`config.mk`:
```
export PLATFORM = sky130hd
export DESIGN_NAME = mem_stage
export DESIGN_NICKNAME = d
export VERILOG_FILES = /design/src/rtl/mem_pkg.sv /design/src/rtl/mem_stage_load_align.sv /design/src/rtl/mem_stage.sv
export SDC_FILE = /design/constraint.sdc
export NUM_CORES = 1
export LEC_CHECK = 0
export CAP_MARGIN = 20
export CORE_MARGIN = 2
export CORE_UTILIZATION = 47
export DETAILED_ROUTE_END_ITERATION = 7
export GPL_TIMING_DRIVEN = 0
export PLACE_DENSITY_LB_ADDON = 0.3
export SLEW_MARGIN = 20
export SYNTH_ARGS = -nofsm -noshare
export SYNTH_HDL_FRONTEND = slang
export SYNTH_SLANG_ARGS = --single-unit
```
`constraint.sdc`:
```
create_clock -name clk -period 2.4 [get_ports clk]
set_input_delay 0.36 -clock clk [delete_from_list [all_inputs] [get_ports clk]]
set_output_delay 0.36 -clock clk [all_outputs]
set_load 0.01 [all_outputs]
```
`src/rtl/mem_pkg.sv`:
```
// mem_pkg: shared definitions for the memory-access stage.
//   F3_*     funct3 encodings for load/store size and signedness
//   state_t  transaction FSM states (IDLE, REQ, RESP)
package mem_pkg;

  localparam logic [2:0] F3_B  = 3'b000;
  localparam logic [2:0] F3_H  = 3'b001;
  localparam logic [2:0] F3_W  = 3'b010;
  localparam logic [2:0] F3_BU = 3'b100;
  localparam logic [2:0] F3_HU = 3'b101;

  typedef enum logic [1:0] {
    IDLE = 2'd0,
    REQ  = 2'd1,
    RESP = 2'd2
  } state_t;

endpackage

```
`src/rtl/mem_stage_load_align.sv`:
```
// load_align: combinational load-data alignment.
//   rdata_i   full memory word as returned by the data memory
//   off_i     byte offset of the access inside the word
//   funct3_i  access size/sign (B, H, W, BU, HU)
//   data_o    selected byte/half/word, sign- or zero-extended to XLEN
module load_align
  import mem_pkg::*;
#(
  parameter int XLEN  = 32,
  parameter int OFF_W = 2
) (
  input  logic [XLEN-1:0]  rdata_i,
  input  logic [OFF_W-1:0] off_i,
  input  logic [2:0]       funct3_i,
  output logic [XLEN-1:0]  data_o
);

  logic [7:0]  byte_v;
  logic [15:0] half_v;

  // Shifting the word down by the byte offset puts the addressed byte/half
  // in the low lanes; halves are only ever legal at even offsets.
  always_comb begin
    byte_v = 8'(rdata_i >> {off_i, 3'b000});
    half_v = 16'(rdata_i >> {off_i, 3'b000});
    data_o = '0;
    case (funct3_i)
      F3_B:    data_o = {{(XLEN-8){byte_v[7]}}, byte_v};
      F3_BU:   data_o = {{(XLEN-8){1'b0}}, byte_v};
      F3_H:    data_o = {{(XLEN-16){half_v[15]}}, half_v};
      F3_HU:   data_o = {{(XLEN-16){1'b0}}, half_v};
      F3_W:    data_o = rdata_i;
      default: data_o = '0;
    endcase
  end

endmodule

```
`src/rtl/mem_stage.sv`:
```
// mem_stage: memory-access stage between execute and write-back.
//   clk, rst                    clock (rising edge), async active-low reset
//   ex_valid_i, alu_i, rs2_i    instruction from execute: address/result, store data
//   mem_re_i, mem_we_i, funct3_i  load / store / access size+sign
//   wb_sel1_i, wb_sel2_i, pc_sel_i  selects passed through to write-back
//   stall_o                     upstream must hold while a transaction is pending
//   dmem_*                      req/gnt/rvalid data-memory interface
//   wb_valid_o, alu_o, mem_o, wb_sel1_o, wb_sel2_o, pc_sel_o, err_o
//                               registered write-back outputs (wb_valid_o pulses)
module mem_stage
  import mem_pkg::*;
#(
  parameter int XLEN = 32,
  parameter int BE_W = 4
) (
  input  logic            clk,
  input  logic            rst,
  input  logic            ex_valid_i,
  input  logic [XLEN-1:0] alu_i,
  input  logic [XLEN-1:0] rs2_i,
  input  logic            mem_re_i,
  input  logic            mem_we_i,
  input  logic [2:0]      funct3_i,
  input  logic [1:0]      wb_sel1_i,
  input  logic [1:0]      wb_sel2_i,
  input  logic [1:0]      pc_sel_i,
  output logic            stall_o,
  output logic            dmem_req_o,
  output logic            dmem_we_o,
  output logic [XLEN-1:0] dmem_addr_o,
  output logic [XLEN-1:0] dmem_wdata_o,
  output logic [BE_W-1:0] dmem_be_o,
  input  logic            dmem_gnt_i,
  input  logic            dmem_rvalid_i,
  input  logic [XLEN-1:0] dmem_rdata_i,
  output logic            wb_valid_o,
  output logic [XLEN-1:0] alu_o,
  output logic [XLEN-1:0] mem_o,
  output logic [1:0]      wb_sel1_o,
  output logic [1:0]      wb_sel2_o,
  output logic [1:0]      pc_sel_o,
  output logic            err_o
);

  localparam int OFF_W = $clog2(BE_W);

  state_t state_q, state_d;

  // write-back registers
  logic [XLEN-1:0] alu_q, alu_d;
  logic [XLEN-1:0] mem_q, mem_d;
  logic [1:0]      sel1_q, sel1_d;
  logic [1:0]      sel2_q, sel2_d;
  logic [1:0]      pcs_q, pcs_d;
  logic            err_q, err_d;
  logic            wb_valid_q, wb_valid_d;

  // transaction hold registers, captured at accept
  logic [XLEN-1:0] hold_alu_q, hold_alu_d;
  logic [XLEN-1:0] hold_wdata_q, hold_wdata_d;
  logic [BE_W-1:0] hold_be_q, hold_be_d;
  logic            hold_we_q, hold_we_d;
  logic [2:0]      hold_f3_q, hold_f3_d;
  logic [1:0]      hold_sel1_q, hold_sel1_d;
  logic [1:0]      hold_sel2_q, hold_sel2_d;
  logic [1:0]      hold_pcs_q, hold_pcs_d;

  logic [OFF_W-1:0] off_in;
  logic             mem_op;
  logic             acc_err;
  logic [BE_W-1:0]  st_be;
  logic [XLEN-1:0]  st_wdata;
  logic [XLEN-1:0]  load_data;
  logic             in_req;

  assign off_in = alu_i[OFF_W-1:0];
  assign mem_op = mem_re_i | mem_we_i;

  // Misalignment / illegal-size detection and store lane replication.
  // Replicating the data across all lanes lets the byte enables alone pick
  // the bytes that memory actually writes.
  always_comb begin
    acc_err  = 1'b0;
    st_be    = '1;
    st_wdata = rs2_i;
    case (funct3_i)
      F3_B, F3_BU: acc_err = 1'b0;
      F3_H, F3_HU: acc_err = off_in[0];
      F3_W:        acc_err = (off_in != '0);
      default:     acc_err = 1'b1;
    endcase
    case (funct3_i[1:0])
      2'b00: begin
        st_be    = BE_W'(1) << off_in;
        st_wdata = {BE_W{rs2_i[7:0]}};
      end
      2'b01: begin
        st_be    = BE_W'(3) << off_in;
        st_wdata = {(BE_W/2){rs2_i[15:0]}};
      end
      default: begin
        st_be    = '1;
        st_wdata = rs2_i;
      end
    endcase
  end

  load_align #(
    .XLEN  (XLEN),
    .OFF_W (OFF_W)
  ) u_load_align (
    .rdata_i  (dmem_rdata_i),
    .off_i    (hold_alu_q[OFF_W-1:0]),
    .funct3_i (hold_f3_q),
    .data_o   (load_data)
  );

  // Next-state and stall logic. stall_o drops in exactly the cycle the
  // write-back registers load so upstream advances on the same edge.
  always_comb begin
    state_d      = state_q;
    alu_d        = alu_q;
    mem_d        = mem_q;
    sel1_d       = sel1_q;
    sel2_d       = sel2_q;
    pcs_d        = pcs_q;
    err_d        = err_q;
    wb_valid_d   = 1'b0;
    hold_alu_d   = hold_alu_q;
    hold_wdata_d = hold_wdata_q;
    hold_be_d    = hold_be_q;
    hold_we_d    = hold_we_q;
    hold_f3_d    = hold_f3_q;
    hold_sel1_d  = hold_sel1_q;
    hold_sel2_d  = hold_sel2_q;
    hold_pcs_d   = hold_pcs_q;
    stall_o      = 1'b0;
    case (state_q)
      IDLE: begin
        if (ex_valid_i) begin
          if (mem_op && !acc_err) begin
            stall_o      = 1'b1;
            hold_alu_d   = alu_i;
            hold_wdata_d = st_wdata;
            hold_be_d    = st_be;
            hold_we_d    = mem_we_i;
            hold_f3_d    = funct3_i;
            hold_sel1_d  = wb_sel1_i;
            hold_sel2_d  = wb_sel2_i;
            hold_pcs_d   = pc_sel_i;
            state_d      = REQ;
          end else begin
            alu_d      = alu_i;
            mem_d      = '0;
            sel1_d     = wb_sel1_i;
            sel2_d     = wb_sel2_i;
            pcs_d      = pc_sel_i;
            err_d      = mem_op & acc_err;
            wb_valid_d = 1'b1;
          end
        end
      end
      REQ: begin
        stall_o = 1'b1;
        if (dmem_gnt_i) begin
          if (hold_we_q) begin
            stall_o    = 1'b0;
            alu_d      = hold_alu_q;
            mem_d      = '0;
            sel1_d     = hold_sel1_q;
            sel2_d     = hold_sel2_q;
            pcs_d      = hold_pcs_q;
            err_d      = 1'b0;
            wb_valid_d = 1'b1;
            state_d    = IDLE;
          end else begin
            state_d = RESP;
          end
        end
      end
      RESP: begin
        stall_o = 1'b1;
        if (dmem_rvalid_i) begin
          stall_o    = 1'b0;
          alu_d      = hold_alu_q;
          mem_d      = load_data;
          sel1_d     = hold_sel1_q;
          sel2_d     = hold_sel2_q;
          pcs_d      = hold_pcs_q;
          err_d      = 1'b0;
          wb_valid_d = 1'b1;
          state_d    = IDLE;
        end
      end
      default: state_d = IDLE;
    endcase
  end

  always_ff @(posedge clk or negedge rst) begin
    if (!rst) begin
      state_q      <= IDLE;
      alu_q        <= '0;
      mem_q        <= '0;
      sel1_q       <= '0;
      sel2_q       <= '0;
      pcs_q        <= '0;
      err_q        <= 1'b0;
      wb_valid_q   <= 1'b0;
      hold_alu_q   <= '0;
      hold_wdata_q <= '0;
      hold_be_q    <= '0;
      hold_we_q    <= 1'b0;
      hold_f3_q    <= '0;
      hold_sel1_q  <= '0;
      hold_sel2_q  <= '0;
      hold_pcs_q   <= '0;
    end else begin
      state_q      <= state_d;
      alu_q        <= alu_d;
      mem_q        <= mem_d;
      sel1_q       <= sel1_d;
      sel2_q       <= sel2_d;
      pcs_q        <= pcs_d;
      err_q        <= err_d;
      wb_valid_q   <= wb_valid_d;
      hold_alu_q   <= hold_alu_d;
      hold_wdata_q <= hold_wdata_d;
      hold_be_q    <= hold_be_d;
      hold_we_q    <= hold_we_d;
      hold_f3_q    <= hold_f3_d;
      hold_sel1_q  <= hold_sel1_d;
      hold_sel2_q  <= hold_sel2_d;
      hold_pcs_q   <= hold_pcs_d;
    end
  end

  // The memory bus is driven only while requesting; it idles at zero.
  assign in_req       = (state_q == REQ);
  assign dmem_req_o   = in_req;
  assign dmem_we_o    = in_req & hold_we_q;
  assign dmem_addr_o  = in_req ? {hold_alu_q[XLEN-1:OFF_W], {OFF_W{1'b0}}} : '0;
  assign dmem_wdata_o = in_req ? hold_wdata_q : '0;
  assign dmem_be_o    = in_req ? hold_be_q : '0;

  assign wb_valid_o = wb_valid_q;
  assign alu_o      = alu_q;
  assign mem_o      = mem_q;
  assign wb_sel1_o  = sel1_q;
  assign wb_sel2_o  = sel2_q;
  assign pc_sel_o   = pcs_q;
  assign err_o      = err_q;

endmodule
```
==> metrics.yaml <==
outcome: "complete, no violations"
synth_edf_count: 0
grt_pass1_wl_mm: 34.9
n_fill_cell: 1260
drtIter0Drc: 327
ir_worst_vdd_mv: 0.588
setup_viol: 0
grt_max_degree: 97
p_leak_uw: 0.00537
clkLatencyLatePin_ps: 420
powerDensity_mw_per_mm2: 1200
max_stage_delay_ps: 580
clock_skew_ps: 7.05
drt-pass1-iter-count: 5
dp_hpwl_mm: 16.0
fin_crit_ps: 2330
fp.coreArea_mm2: 0.0166
start_kind: "flip-flop"
routed_via_density: 5.39
cts_tree: "done"
initial_utilization: 0.482
yosys.area.top_type: "dfrtp_1"
slew_viol_final: 0
crit_fanout: 6
arrival_ps: 1970
yosysWarnings: 0
tightest_slew_ps: 910
numCtsBuffers: 17
wl_mm: 22.2
synth_area_mm2: 0.00802
layout-drive-gt1-share: 0.237
ys_top_cells_by_area: "dfrtp_1 (47%), mux2_2 (13%), mux2_4 (8.6%), and2_1 (5.2%), a22o_1 (4.4%)"
cp_slowest_cell: "clkdlybuf4s50_1"
hold_viol: 0
max_slew_margin: 0.391
ios: 255
wire_per_inst_um: 18.8
holdWs_ps: 447
synthFlopType: "dfrtp_1"
p_total_uw: 13900
die_h_um: 135
path_clk_slew_ps: 60
area_delta_synth_final_pct: 44.4
gp_congestion: 0.821
path_delay_family: "buffers and inverters"
cp-end-kind: "primary output"
htree_levels: 4
antenna_left: 0
grt_usage: 0.248
numClockSinks: 152
synthDistinctLibCells: 40
cts_max_path_buffers: 2
die_width_um: 135
place_area_mm2: 0.0108
fin_nets: 1065
grt_antenna_before_repair: 1
synthArstFlopShare: 1.00
hold_path_class: "in2async"
fin_area_mm2: 0.0116
max_freq_mhz: 429
post-route-period-util: 0.971
cts_root_buffer: "clkbuf_16"
post-route-drc-count: 0
yosysSeqAreaShare: 0.474
fin_util: 0.696
rows: 47
grt-ovfl-total: 0
first_global_vias: 6513
synth_most_common_cell: "dfrtp_1"
path_class: "reg2out"
die-area_mm2: 0.0181
rsz0062_at_grt: "no"
io_buffers: 251
syn_area_per_cell_um2: 11.9
yosys_register_bits: 152
path_buf_inv: 3
vias: 6380
cp.required_ps: 2040
max_cap_violations: 0
synthTopCellsByCount: "dfrtp_1 (152), mux2_2 (90), and2_1 (67)"
yosysTopAreaCellShare: 0.474
netlist_instances: 673
path_cells: "inv_2, ha_4, buf_4, and2_1, clkdlybuf4s50_1"
flip-flops by register name (all words and copies together), names as in the netlist, 3 cells and up:
name	cells
alu_o	32
hold_alu_q	32
hold_wdata_q	32
mem_o	32
hold_be_q	4
hold_f3_q	3
metrics by stage:
stage / instances / setup TNS, ps / setup WS (ps)
2_1_floorplan: 674 / 0 / 243
3_3_place_gp: 1145 / -868140 / -5340
3_5_place_dp: 1146 / -58360 / -1300
4_1_cts: 1182 / 0 / 22.6
5_1_grt: 1183 / 0 / 3.41
6_report: 1183 / 0 / 69.9
cells in the final DEF (no fill, tap or decap), types with 16 or more instances in the layout:
| cell | Yosys | final |
|---|---|---|
| dfrtp_1 | 152 | 151 |
| nand2_1 | 46 | 46 |
| clkbuf_1 | 28 | 16 |
| dlygate4sd2_1 | 0 | 52 |
| mux2_2 | 90 | 90 |
| mux2_4 | 46 | 46 |
| a22o_1 | 40 | 40 |
| and2_1 | 67 | 67 |
| clkbuf_16 | 0 | 17 |
| mux2i_1 | 26 | 26 |
| o21ai_0 | 55 | 55 |
| nor2_1 | 21 | 21 |
| clkdlybuf4s50_1 | 0 | 189 |
cell type report:
| class | count | area (µm²) | area share |
|---|---|---|---|
| Multi-Input combinational cell | 464 | 3990 | 0.345 |
| Buffer | 51 | 330 | 0.0285 |
| Antenna cell | 1 | 2.50 | 0.000216 |
| Tap cell | 220 | 275 | 0.0238 |
| Clock inverter | 13 | 169 | 0.0146 |
| Timing Repair Buffer | 257 | 2530 | 0.219 |
| Inverter | 6 | 22.5 | 0.00194 |
| Sequential cell | 152 | 3800 | 0.328 |
| Clock buffer | 19 | 453 | 0.0391 |
power breakdown:
part / leakage (µW) / internal (µW) / switching (µW)
Sequential: 0.00189 / 3690 / 650
Combinational: 0.00319 / 3890 / 2910
Clock: 0.000293 / 1700 / 1110
cell families (layout without fill, tap and decap cells):
group	after synthesis	count (layout)	share of synthesized area
muxes	170	170	0.267
and+or+nand+nor	162	162	0.110
DFF	152	152	0.474
AOI/OAI and AO/OA	126	126	0.106
buffers and inverters	58	346	0.0351
adders and majority gates	4	4	0.00624
other	1	3	0.000467
routing by layer:
layer  share of wire  vias to the layer above  global-route usage
met3           0.082                       49              0.0755
met4           0.028                        0               0.101
met1            0.42                     3105               0.317
met5               0                        -                   0
li1                -                     2961                   -
met2            0.47                      265               0.394
final timing paths:
path | start | end | slack, ps | cells past startpoint
setup / recovery | state_q[1] | dmem_we_o | 70 | 5
hold / removal | rst | mem_o[27] | 450 | 2
setup reg to reg | state_q[1] | alu_o[14] | 100 | 8
hold reg to reg | hold_wdata_q[20] | hold_wdata_q[20] | 470 | 2
max in group asynchronous | rst | state_q[0] | 1100 | 3
min in group clk | hold_wdata_q[20] | hold_wdata_q[20] | 470 | 2
timing repair:
action / 4_1_cts / 5_1_grt
hold buffers: 1 / 0
pin swaps: 2 / 0
hold endpoints to repair: 56 / 0
setup buffers: 4 / 0
resized for setup: 89 / 13
endpoints found under the setup margin: 106 / 62
No activity file was read; power rests on OpenSTA's default activity.
